===== src/rtl/rs232in.sv =====
// rs232in: 8N1 asynchronous serial receiver, LSB first.
// The line is oversampled with the system clock and each bit is sampled near its middle.
// Each good byte goes into a one-entry holding register, which the CPU empties with re.
// Framing errors are reported as a one-cycle pulse. Overrun is sticky.
// Optional build macro RS232IN_MAJORITY_EN: each sample point takes a 2-of-3 majority
// around the bit middle, and every decision lands one clock later.
module rs232in #(
    parameter int bps       = 57_600,
    parameter int frequency = 25_000_000,
    parameter int period    = (frequency + bps / 2) / bps,
    parameter int CNT_W     = 13
) (
    input  logic       clock,
    input  logic       reset,
    input  logic       serial_in,
    output logic [7:0] received_data,
    output logic       data_ready,
    input  logic       re,
    output logic       framing_error,
    output logic       overrun,
    output logic       busy
);

    typedef enum logic [2:0] {
        IDLE  = 3'd0,
        START = 3'd1,
        DATA  = 3'd2,
        STOP  = 3'd3,
        BREAK = 3'd4
    } state_t;

    localparam logic [CNT_W-1:0] HALF_LOAD = CNT_W'(period / 2 - 1);
    localparam logic [CNT_W-1:0] FULL_LOAD = CNT_W'(period - 1);
    localparam logic [CNT_W-1:0] T_ZERO    = {CNT_W{1'b0}};
    localparam logic [CNT_W-1:0] T_ONE     = {{(CNT_W-1){1'b0}}, 1'b1};

    logic             sync1_r;
    logic             rx_r;
    state_t           state_r,   state_s;
    logic [CNT_W-1:0] timer_r,   timer_s;
    logic [2:0]       count_r,   count_s;
    logic [7:0]       shift_r,   shift_s;
    logic             deliver_r, deliver_s;
    logic             ferr_s;
    logic             timing_s;
    logic             sample_event_s;
    logic             sample_bit_s;

    // Two-flop synchronizer on the raw RX pin. It idles high so that reset sees no start edge.
    always_ff @(posedge clock) begin
        if (reset) begin
            sync1_r <= 1'b1;
            rx_r    <= 1'b1;
        end else begin
            sync1_r <= serial_in;
            rx_r    <= sync1_r;
        end
    end

    assign timing_s = (state_r == START) || (state_r == DATA) || (state_r == STOP);

`ifdef RS232IN_MAJORITY_EN
    // 2-of-3 majority vote.
    function automatic logic maj3(input logic a, input logic b, input logic c);
        maj3 = (a & b) | (a & c) | (b & c);
    endfunction

    logic samp_t1_r;
    logic samp_t0_r;
    logic decide_r;

    // Capture rx at timer values 1 and 0. Raise the decision flag in the cycle after expiry.
    always_ff @(posedge clock) begin
        if (reset) begin
            samp_t1_r <= 1'b1;
            samp_t0_r <= 1'b1;
            decide_r  <= 1'b0;
        end else begin
            samp_t1_r <= (timer_r == T_ONE)  ? rx_r : samp_t1_r;
            samp_t0_r <= (timer_r == T_ZERO) ? rx_r : samp_t0_r;
            decide_r  <= timing_s && (timer_r == T_ZERO);
        end
    end

    assign sample_event_s = decide_r;
    assign sample_bit_s   = maj3(samp_t1_r, samp_t0_r, rx_r);
`else
    assign sample_event_s = timing_s && (timer_r == T_ZERO);
    assign sample_bit_s   = rx_r;
`endif

    // Next-state logic. The timer reloads on expiry in every timed state, so samples stay mid-bit.
    always_comb begin
        state_s   = state_r;
        timer_s   = timer_r;
        count_s   = count_r;
        shift_s   = shift_r;
        deliver_s = 1'b0;
        ferr_s    = 1'b0;

        if (timing_s) begin
            if (timer_r == T_ZERO) begin
                timer_s = FULL_LOAD;
            end else begin
                timer_s = timer_r - T_ONE;
            end
        end else begin
            timer_s = T_ZERO;
        end

        case (state_r)
            IDLE: begin
                if (!rx_r) begin
                    state_s = START;
                    timer_s = HALF_LOAD;
                end else begin
                    state_s = IDLE;
                end
            end
            START: begin
                if (sample_event_s) begin
                    if (sample_bit_s) begin
                        state_s = IDLE;
                    end else begin
                        state_s = DATA;
                        count_s = 3'd0;
                    end
                end else begin
                    state_s = START;
                end
            end
            DATA: begin
                if (sample_event_s) begin
                    shift_s = {sample_bit_s, shift_r[7:1]};
                    if (count_r == 3'd7) begin
                        state_s = STOP;
                    end else begin
                        count_s = count_r + 3'd1;
                    end
                end else begin
                    state_s = DATA;
                end
            end
            STOP: begin
                if (sample_event_s) begin
                    if (sample_bit_s) begin
                        state_s   = IDLE;
                        deliver_s = 1'b1;
                    end else begin
                        state_s = BREAK;
                        ferr_s  = 1'b1;
                    end
                end else begin
                    state_s = STOP;
                end
            end
            BREAK: begin
                if (rx_r) begin
                    state_s = IDLE;
                end else begin
                    state_s = BREAK;
                end
            end
            default: begin
                state_s = IDLE;
                timer_s = T_ZERO;
                count_s = 3'd0;
            end
        endcase
    end

    // Receiver state registers, plus the registered busy and framing-error outputs.
    always_ff @(posedge clock) begin
        if (reset) begin
            state_r       <= IDLE;
            timer_r       <= T_ZERO;
            count_r       <= 3'd0;
            shift_r       <= 8'h00;
            deliver_r     <= 1'b0;
            framing_error <= 1'b0;
            busy          <= 1'b0;
        end else begin
            state_r       <= state_s;
            timer_r       <= timer_s;
            count_r       <= count_s;
            shift_r       <= shift_s;
            deliver_r     <= deliver_s;
            framing_error <= ferr_s;
            busy          <= (state_s != IDLE);
        end
    end

    // Holding register. It is loaded one cycle after a good stop bit and emptied by re.
    // The newest byte always wins.
    always_ff @(posedge clock) begin
        if (reset) begin
            received_data <= 8'h00;
            data_ready    <= 1'b0;
            overrun       <= 1'b0;
        end else if (deliver_r) begin
            received_data <= shift_r;
            data_ready    <= 1'b1;
            if (re) begin
                overrun <= 1'b0;
            end else if (data_ready) begin
                overrun <= 1'b1;
            end else begin
                overrun <= overrun;
            end
        end else if (re && data_ready) begin
            data_ready <= 1'b0;
            overrun    <= 1'b0;
        end else begin
            data_ready <= data_ready;
            overrun    <= overrun;
        end
    end

endmodule

===== config.mk =====
export PLATFORM = sky130hd
export DESIGN_NAME = rs232in
export DESIGN_NICKNAME = d
export VERILOG_FILES = /design/src/rtl/rs232in.sv
export SDC_FILE = /design/constraint.sdc
export NUM_CORES = 1
export LEC_CHECK = 0
export CAP_MARGIN = 10
export CORE_MARGIN = 3
export CORE_UTILIZATION = 45
export DETAILED_ROUTE_END_ITERATION = 10
export PLACE_DENSITY = 0.73
export SKIP_LAST_GASP = 1
export SLEW_MARGIN = 20
export SYNTH_ARGS = -nofsm -noshare
export SYNTH_HDL_FRONTEND = slang
export SYNTH_SLANG_ARGS = --single-unit

===== constraint.sdc =====
create_clock -name clock -period 2.2 [get_ports clock]
set_clock_uncertainty 0.05 [all_clocks]
set_input_delay 0.44 -clock clock [delete_from_list [all_inputs] [get_ports clock]]
set_output_delay 0.44 -clock clock [all_outputs]
set_load 0.01 [all_outputs]

==> impl_metrics.ini <==
[floorplanning]
die_w_um = 69.8
initial_core_util_pct = 48.2
rows = 22
die_area_sq_um = 4870
io-pin-count = 16
core_area_sq_um = 3800
die_y_um = 69.8

[setup_path]
worst_setup_path_end_kind = flop
arrival_ns = 2.14
reg2reg_slack_ns = 0.24
rr_worst_depth = 4
r2r-end = count_r[1]
start_kind = flop
crit_path_max_fanout = 9
r2r_start = timer_r[7]
crit_type = reg2reg
critPathRequiredTime_ns = 2.38

[global_routing]
met3_usage_pct = 4.49
grt_pass1_vias = 1243
grt.total_usage_pct = 14.2
use_met1_pct = 19.7
busiest_layer = met2
antenna_found_initial = 0
grt_use_met2_pct = 20.3
grt_pass1_wl_um = 5690
grt_max_degree = 32
overflow = 0

[clock_tree]
cts_buffers = 5
clockBufferDepth = 2
ctsHoldBuffers = 0
root_buffer = clkbuf_8
cts_max_level = 2
post_cts_buffers = 0
clock_sinks = 42
cts.clk_slew.worst_paths_ns = 0.08
cts-resized-gates = 0
clock_latency_ns = 0.30
cts_tree = done

[job]
cap_viol_max_count = 0

[place]
hpwl_um = 2270
finalWeightedCongestion = 0.880
io_buffers = 15

[hold_path]
hold_path_class = reg2reg
holdPathEnd = rx_r
holdPathStages = 1
holdCritStartpoint = sync1_r

[routing]
totalWireLength_um = 3300
num_vias = 1378
avgRoutedWirePerCell_um = 12.7
drt_first_iter_violations = 71
drc_errors = 0
ant_nets = 0
vias_per_cell = 5.32
firstDrtPassIters = 4

[timing]
final_hold_viol_count = 0
setup_viol = 0
slew_violations = 0
period_minus_slack_ns = 1.96
setup_tns_ns = 0
max-slew-margin-rel_pct = 62.2
worst_pin_slew_ns = 0.563
rsz0062_at_grt = no
layout_worst_path_cycle_share_pct = 89.2
max_freq_ghz = 0.510

[pwr]
peakVddDrop_v = 0.000333
finalPower_mw = 1.57
cellPowerDensity_nw_per_um2 = 734
cellLeakagePower_nw = 0.806

[layout]
nets = 218
nFillCells = 349
regArea_sq_um = 841
multiInputGateArea_sq_um = 950
drive_above_1_share_pct = 10.4
diodes = 0
area_delta_synth_final_pct = 17.0

[synth]
synth_edf_count = 0
avgSynthCellArea_sq_um = 9.48
syn_area_sq_um = 1830
synth_flop_cell = dfxtp_1
synth-async-reset-ratio_pct = 0
netlist_instances = 193
synth.yosys.seq_area_share_pct = 46.0
ys_ff_latch = 42
synth_nets = 201
yosys_warnings = 0
synth.distinct_cells = 43

[run_status]
status = completed
-- power by group --
part | internal [mW] | switching (mW) | total [mW]
Clock | 0.338 | 0.264 | 0.603
Sequential | 0.771 | 0.0154 | 0.786
Combinational | 0.0755 | 0.106 | 0.181
Total | 1.18 | 0.385 | 1.57
-- cells in the final DEF (no fill, tap or decap), types with 2 or more instances in the layout --
cell type / Yosys / routed
inv_1: 2 / 2
dfxtp_1: 42 / 42
nand2b_1: 5 / 5
nor2b_1: 3 / 3
xor2_1: 5 / 5
a31oi_1: 2 / 2
nor4_1: 2 / 2
nand3_1: 14 / 14
clkdlybuf4s50_1: 0 / 15
xnor2_1: 2 / 2
nand4b_1: 2 / 2
nor3_1: 3 / 3
nand3b_1: 2 / 2
ha_1: 4 / 4
nand4_1: 2 / 2
or3_1: 2 / 2
nor3b_1: 2 / 2
o211ai_1: 2 / 2
nor2_1: 24 / 24
or2b_1: 2 / 2
buf_4: 0 / 3
or2_2: 2 / 2
o21ai_0: 4 / 4
nand2_1: 14 / 14
nor4_4: 2 / 2
mux2i_1: 12 / 12
a21oi_1: 14 / 14
clkbuf_8: 0 / 5
-- critical path, cell delays in order, from the launching register on --
cell      delay, ns
dfxtp_1        0.36
nor4_4         0.57
nand3_4        0.25
a221oi_4       0.43
mux2i_1        0.22
-- registers in the layout (all words and copies together), names as in the netlist, 3 cells and up --
register / count
received_data: 8
state_r: 3
shift_r: 8
count_r: 3
timer_r: 13
-- how the worst max path moves through the flow --
| stage | start | endpoint | slack [ns] |
|---|---|---|---|
| after floorplan | timer_r[0] | count_r[0] | 0.52 |
| after global placement | timer_r[7] | count_r[1] | 0.29 |
| after detailed placement | timer_r[7] | count_r[1] | 0.26 |
| after CTS | timer_r[7] | count_r[1] | 0.24 |
| after global routing | timer_r[7] | count_r[0] | 0.13 |
| final | timer_r[7] | count_r[1] | 0.24 |
-- area by class of cell --
class                           instances  share of cell area (%)
Multi-Input combinational cell        141                    44.4
Sequential cell                        42                    39.3
Timing Repair Buffer                   18                    8.07
Clock buffer                            6                    3.39
Tap cell                               48                    2.81
Clock inverter                          2                    1.75
Inverter                                2                   0.351
-- stage by stage --
stage	hold WS, ns	setup WS, ns	area (sq um)	instances	util [%]
2_1_floorplan	0.339	0.516	1830	193	-
3_3_place_gp	0.348	0.295	2030	251	53.5
3_5_place_dp	0.348	0.257	2030	251	53.5
4_1_cts	0.367	0.242	2140	259	56.4
5_1_grt	0.388	0.132	2140	259	56.4
6_report	0.364	0.238	2140	259	56.4
-- layer usage --
layer,share of wire (%),wire length (um)
met3,4.2,138
met2,42,1390
met1,52,1710
met4,1.8,60
met5,0,0
-- Yosys cell counts, types with 2 or more instances --
| cell | instances | area (sq um) |
|---|---|---|
| a21oi_1 | 14 | 70.1 |
| nand3b_1 | 2 | 15.0 |
| nor4_4 | 2 | 42.5 |
| nand3_1 | 14 | 70.1 |
| nor3_1 | 3 | 15.0 |
| ha_1 | 4 | 50.1 |
| nor2b_1 | 3 | 18.8 |
| clkbuf_1 | 6 | 22.5 |
| a31oi_1 | 2 | 12.5 |
| o211ai_1 | 2 | 15.0 |
| or3_1 | 2 | 12.5 |
| xor2_1 | 5 | 43.8 |
| or2b_1 | 2 | 15.0 |
| nand2b_1 | 5 | 31.3 |
| nand4_1 | 2 | 12.5 |
| or2_2 | 2 | 12.5 |
| inv_1 | 2 | 7.51 |
| o21ai_0 | 4 | 20.0 |
| nor3b_1 | 2 | 15.0 |
| nor4_1 | 2 | 12.5 |
| dfxtp_1 | 42 | 841 |
| nand4b_1 | 2 | 17.5 |
| mux2i_1 | 12 | 120 |
| nand2_1 | 14 | 52.6 |
| nor2_1 | 24 | 90.1 |
| xnor2_1 | 2 | 17.5 |
-- kinds of logic after synthesis --
| family | count (synthesis) | share of synthesized area, % |
|---|---|---|
| buffers and inverters | 10 | 2.12 |
| adder cells (fa/ha/maj) | 4 | 2.74 |
| flip-flops | 42 | 46.0 |
| AO/OA/AOI/OAI | 30 | 10.9 |
| AND/OR/NAND/NOR | 88 | 28.3 |
| multiplexers | 12 | 6.57 |
| XOR/XNOR | 7 | 3.35 |
Power figures use the tool's default switching activity.
